<file path="src/rtl/top.sv">
// top: sums five 4-word RAM groups into word 5k+4, then writes the grand total into word 31
module top #(
  parameter int DATA_W = 16,
  parameter int ADDR_W = 5,
  parameter int N_GROUPS = 5,
  parameter int GROUP_LEN = 4,
  parameter int TOTAL_ADDR = 31
) (
  input  logic              clk,
  input  logic              reset,
  output logic              ready,
  output logic [ADDR_W-1:0] mem_address,
  output logic              mem_read_enable,
  output logic              mem_write_enable,
  output logic [DATA_W-1:0] mem_data_in,
  input  logic [DATA_W-1:0] mem_data_out
);
  typedef enum logic [2:0] {RD, CAP, WR, P1, TW, P2, HALT} state_t;
  state_t state, nxt;
  logic [2:0] k, nk;
  logic [1:0] i, ni;
  logic [DATA_W-1:0] acc, nacc, total, ntot, sum, din_n;
  logic [ADDR_W-1:0] base, addr_n;
  logic cap_q, re_n, we_n, rdy_n;
  assign base = ADDR_W'(k) * ADDR_W'(N_GROUPS);
  assign sum = cap_q ? acc + mem_data_out : acc;
  always_comb begin
    nxt = state;
    nk = k;
    ni = i;
    nacc = acc;
    ntot = total;
    addr_n = '0;
    din_n = '0;
    re_n = 1'b0;
    we_n = 1'b0;
    rdy_n = 1'b0;
    case (state)
      RD: begin
        addr_n = base + ADDR_W'(i);
        re_n = 1'b1;
        nacc = sum;
        nxt = CAP;
      end
      CAP: begin
        ni = (i == 2'(GROUP_LEN - 1)) ? i : i + 2'd1;
        nxt = (i == 2'(GROUP_LEN - 1)) ? WR : RD;
      end
      WR: begin
        addr_n = base + ADDR_W'(GROUP_LEN);
        din_n = sum;
        we_n = 1'b1;
        ntot = total + sum;
        nacc = '0;
        ni = '0;
        nk = (k == 3'(N_GROUPS - 1)) ? k : k + 3'd1;
        nxt = (k == 3'(N_GROUPS - 1)) ? P1 : RD;
      end
      P1: begin
        rdy_n = 1'b1;
        nxt = TW;
      end
      TW: begin
        addr_n = ADDR_W'(TOTAL_ADDR);
        din_n = total;
        we_n = 1'b1;
        nxt = P2;
      end
      P2: begin
        rdy_n = 1'b1;
        nxt = HALT;
      end
      default: nxt = HALT;
    endcase
  end
  always_ff @(posedge clk) begin
    if (reset) begin
      state <= RD;
      k <= '0;
      i <= '0;
      acc <= '0;
      total <= '0;
      cap_q <= 1'b0;
      ready <= 1'b0;
      mem_address <= '0;
      mem_read_enable <= 1'b0;
      mem_write_enable <= 1'b0;
      mem_data_in <= '0;
    end else begin
      state <= nxt;
      k <= nk;
      i <= ni;
      acc <= nacc;
      total <= ntot;
      cap_q <= state == CAP;
      ready <= rdy_n;
      mem_address <= addr_n;
      mem_read_enable <= re_n;
      mem_write_enable <= we_n;
      mem_data_in <= din_n;
    end
  end
endmodule

</file>
<file path="config.mk">
export PLATFORM = sky130hd
export DESIGN_NAME = top
export DESIGN_NICKNAME = d
export VERILOG_FILES = /design/src/rtl/top.sv
export SDC_FILE = /design/constraint.sdc
export NUM_CORES = 1
export LEC_CHECK = 0
export CAP_MARGIN = 20
export CORE_MARGIN = 2
export CORE_UTILIZATION = 44
export CTS_CLUSTER_SIZE = 30
export DETAILED_ROUTE_END_ITERATION = 16
export GPL_TIMING_DRIVEN = 1
export SYNTH_ARGS = -nofsm -noshare
export SYNTH_HDL_FRONTEND = slang
export SYNTH_SLANG_ARGS = --single-unit
</file>
<file path="constraint.sdc">
create_clock -name clk -period 7.9 [get_ports clk]
set_input_delay 1.58 -clock clk [delete_from_list [all_inputs] [get_ports clk]]
set_output_delay 1.58 -clock clk [all_outputs]
set_load 0.005 [all_outputs]
</file>
==> run_results.csv <==
group,metric,value,unit
routing,antenna_left,0,
clocking,path_clk_slew,0.07,ns
sta,relSlewSlack,37.9,%
global_routing,grt_pass1_vias,3369,
finish,seqCellArea,1300,µm²
pwr,intPower,560,µW
setup_path,r2r_start,"acc[0]",
clocking,cts_resized,0,
setup_path,crit_start,"mem_data_out[0]",
sta,finalSetupTns,0,ns
clocking,htree_levels,3,
clocking,cts_setup_buffers,0,
pwr,leakage,2.08,nW
synthesis,ys_warn_count,0,
pwr,ir_worst_vdd,0.126,mV
synthesis,ys.flop_type,"dfxtp_1",
setup_path,rr_worst_depth,20,
sta,fin_crit,5.79,ns
clocking,cts_root_buf,"clkbuf_8",
setup_path,critical_path_class,"in2reg",
synthesis,ys_types,55,
pwr,pwr-share-seq,44.5,%
sta,setup_viol,0,
sta,holdWs,0.468,ns
placed_design,place.gp.congestion,0.854,
pwr,pwr-share-clk,41.0,%
clocking,cts_buffers,9,
floorplanning,die_h,101,µm
synthesis,synth_top_area_share,31.7,%
placed_design,dp.cells,627,
finish,multi_input_area,2620,µm²
run,cap_violations,0,
placed_design,dp_hpwl,6990,µm
global_routing,grt_max_degree,31,
global_routing,antenna_found_initial,0,
pwr,cellPowerDensity,160,nW/µm²
routing,wl,9520,µm
synthesis,syn_inst,493,
finish,stdcell_count,643,
sta,fmax,173,MHz
setup_path,worst_setup_path_start_kind,"input pin",
clocking,clock-sinks,65,
synthesis,synth_edf_count,0,
setup_path,critPathRequiredTime,8.13,ns
finish,finalNetCount,588,
floorplanning,dieWidth,101,µm
clocking,cts_hold_buf,0,
sta,finalCritPeriodShare,73.3,%
synthesis,yosysSeqAreaShare,31.7,%
routing,drt-initial-drc-count,153,
sta,rsz0062_at_grt,"false",
floorplanning,die_area,10100,µm²
global_routing,grt_usage,20.0,%
synthesis,yosys-top-cells-area,"dfxtp_1 (32%), ha_1 (12%), a21oi_1 (5.7%)",
global_routing,grt-ovfl-total,0,
floorplanning,rows,35,
sta,hold_viol_final,0,
setup_path,cp.arrival,6.03,ns
setup_path,reg2reg_slack,3.43,ns
synthesis,ys_ff_latch,65,
synthesis,yosys.area.top_type,"dfxtp_1",
pwr,sw_frac_of_total,26.9,%
setup_path,critPathCaptureType,"flop",
finish,area_growth,16.8,%
pwr,p_total,766,µW
pwr,p_switching,206,µW
routing,first_pass_iters,4,
floorplanning,start_util,44.8,%
pwr,combPwrFrac,14.5,%
clocking,insertion_delay,0.35,ns
sta,worst_pin_slew,0.928,ns
hold_path,hp-class,"reg2reg",
setup_path,reg2reg_to,"total[15]",
placed_design,port_buffers,41,
setup_path,cp_max_fo,4,
synthesis,synth_fp_nets,554,
finish,fill_cells,861,
global_routing,grt_pass1_wl,16200,µm
clocking,cts.path.max_buffers,2,
routing,wl_per_cell,14.8,µm
clocking,tritoncts,"done",
floorplanning,num_io_pins,42,
synthesis,synthArstFlopShare,0,%
routing,drcViolationCount,0,
synthesis,avgSynthCellArea,8.31,µm²
outcome,status,"complete, no violations",
routing,vias_per_cell,5.46,
finish,drive_gt1_share,5.64,%
setup_path,crit_end,"total[15]",
sta,clock_skew,0.00740,ns
hold_path,min_from,"total[15]",
routing,vias,3508,
floorplanning,coreArea,9150,µm²
finish,antenna_cells,0,
synthesis,syn-cell-area,4100,µm²
sta,drv_slew,0,
==> worst min-delay path by stage <==
stage	to	cells past startpoint
3_3_place_gp	mem_data_in[15]	2
4_1_cts	mem_data_in[15]	2
6_report	mem_data_in[15]	2
3_5_place_dp	mem_data_in[15]	2
5_1_grt	mem_data_in[15]	2
2_1_floorplan	mem_data_in[15]	2
==> routing by layer <==
layer | up-vias | global-route usage, % | routed length [µm]
met1 | 1633 | 26.7 | 4740
met2 | 48 | 32.9 | 4370
li1 | 1818 | - | -
met5 | - | 0 | 0
met4 | 0 | 6.32 | 103
met3 | 9 | 3.74 | 306
==> critical path, cell delays in order <==
cell	delay [ns]
clkdlybuf4s50_1	0.46
ha_1	0.20
inv_1	0.07
fa_1	0.39
nor2b_1	0.12
o21ai_1	0.09
a21oi_1	0.20
o211ai_1	0.13
a21boi_1	0.24
o21ai_1	0.15
xnor2_1	0.16
mux2_2	0.28
ha_1	0.33
nand2_1	0.08
a21oi_1	0.18
o211ai_1	0.12
a21oi_1	0.26
nor2_2	0.08
or3_2	0.41
o211ai_1	0.18
mux2_1	0.33
==> state kept, by name, summed over array words and instances, names as in the netlist <==
name	count
k	3
mem_data_in	16
mem_address	5
cap_q	1
acc	16
ready	1
mem_read_enable	1
state	3
total	16
i	2
mem_write_enable	1
==> power groups by stage <==
stage	combinational (mW)	sequential (mW)	clock [mW]
6_report	0.111	0.341	0.314
5_1_grt	0.125	0.342	0.338
4_1_cts	0.111	0.341	0.321
3_5_place_dp	0.110	0.348	0
3_3_place_gp	0.110	0.348	0
2_1_floorplan	0.0826	0.346	0
==> stage by stage <==
stage | instance area [µm²] | setup slack, ns | util [%]
global placement | 4570 | 1.86 | 49.9
detailed placement | 4570 | 1.77 | 49.9
floorplan | 4100 | 2.64 | -
global route | 4790 | 1.69 | 52.3
finish | 4790 | 2.11 | 52.3
CTS | 4790 | 2.15 | 52.3
==> kinds of logic after synthesis <==
kind of cell	Yosys count	synth area share, %
DFF	65	31.7
and+or+nand+nor	150	17.0
muxes	14	3.88
AOI/OAI and AO/OA	152	23.6
adders and majority gates	43	13.7
xor gates and xnor gates	27	5.77
buffers and inverters	42	4.37
==> synthesized netlist by cell type (7+ instances only) <==
| cell type | n |
|---|---|
| nand2_1 | 59 |
| inv_1 | 21 |
| dfxtp_1 | 65 |
| nor3_1 | 7 |
| nand3_1 | 8 |
| a21o_1 | 20 |
| nor2b_1 | 10 |
| o21ai_0 | 23 |
| nor2_1 | 37 |
| mux2i_1 | 8 |
| a22o_1 | 11 |
| a21oi_1 | 47 |
| ha_1 | 40 |
| o21ai_1 | 10 |
| clkbuf_1 | 14 |
| xnor2_1 | 21 |
==> final cells by class <==
cell class	instances	area share [%]
Clock inverter	7	1.99
Sequential cell	65	27.2
Timing Repair Buffer	44	9.04
Clock buffer	9	2.59
Tap cell	111	2.90
Inverter	21	1.65
Multi-Input combinational cell	386	54.7
==> placed cells by master (no fill, tap or decap), types with 6 or more instances in the layout <==
cell type	netlist	final
o21a_1	6	6
nor2_1	37	37
o21ai_1	10	10
inv_1	21	21
xnor2_1	21	21
clkbuf_8	1	9
clkdlybuf4s50_1	0	41
mux2i_1	8	8
nand3_1	8	8
o21ai_0	23	23
ha_1	40	40
o21bai_1	6	6
a21o_1	20	20
nand2_1	59	59
a21oi_1	47	47
nor2b_1	10	10
o211ai_1	6	6
nor3_1	7	7
dfxtp_1	65	65
a22o_1	11	11
xor2_1	6	6
nand2b_1	6	6
(Power assumes the default switching activity.)
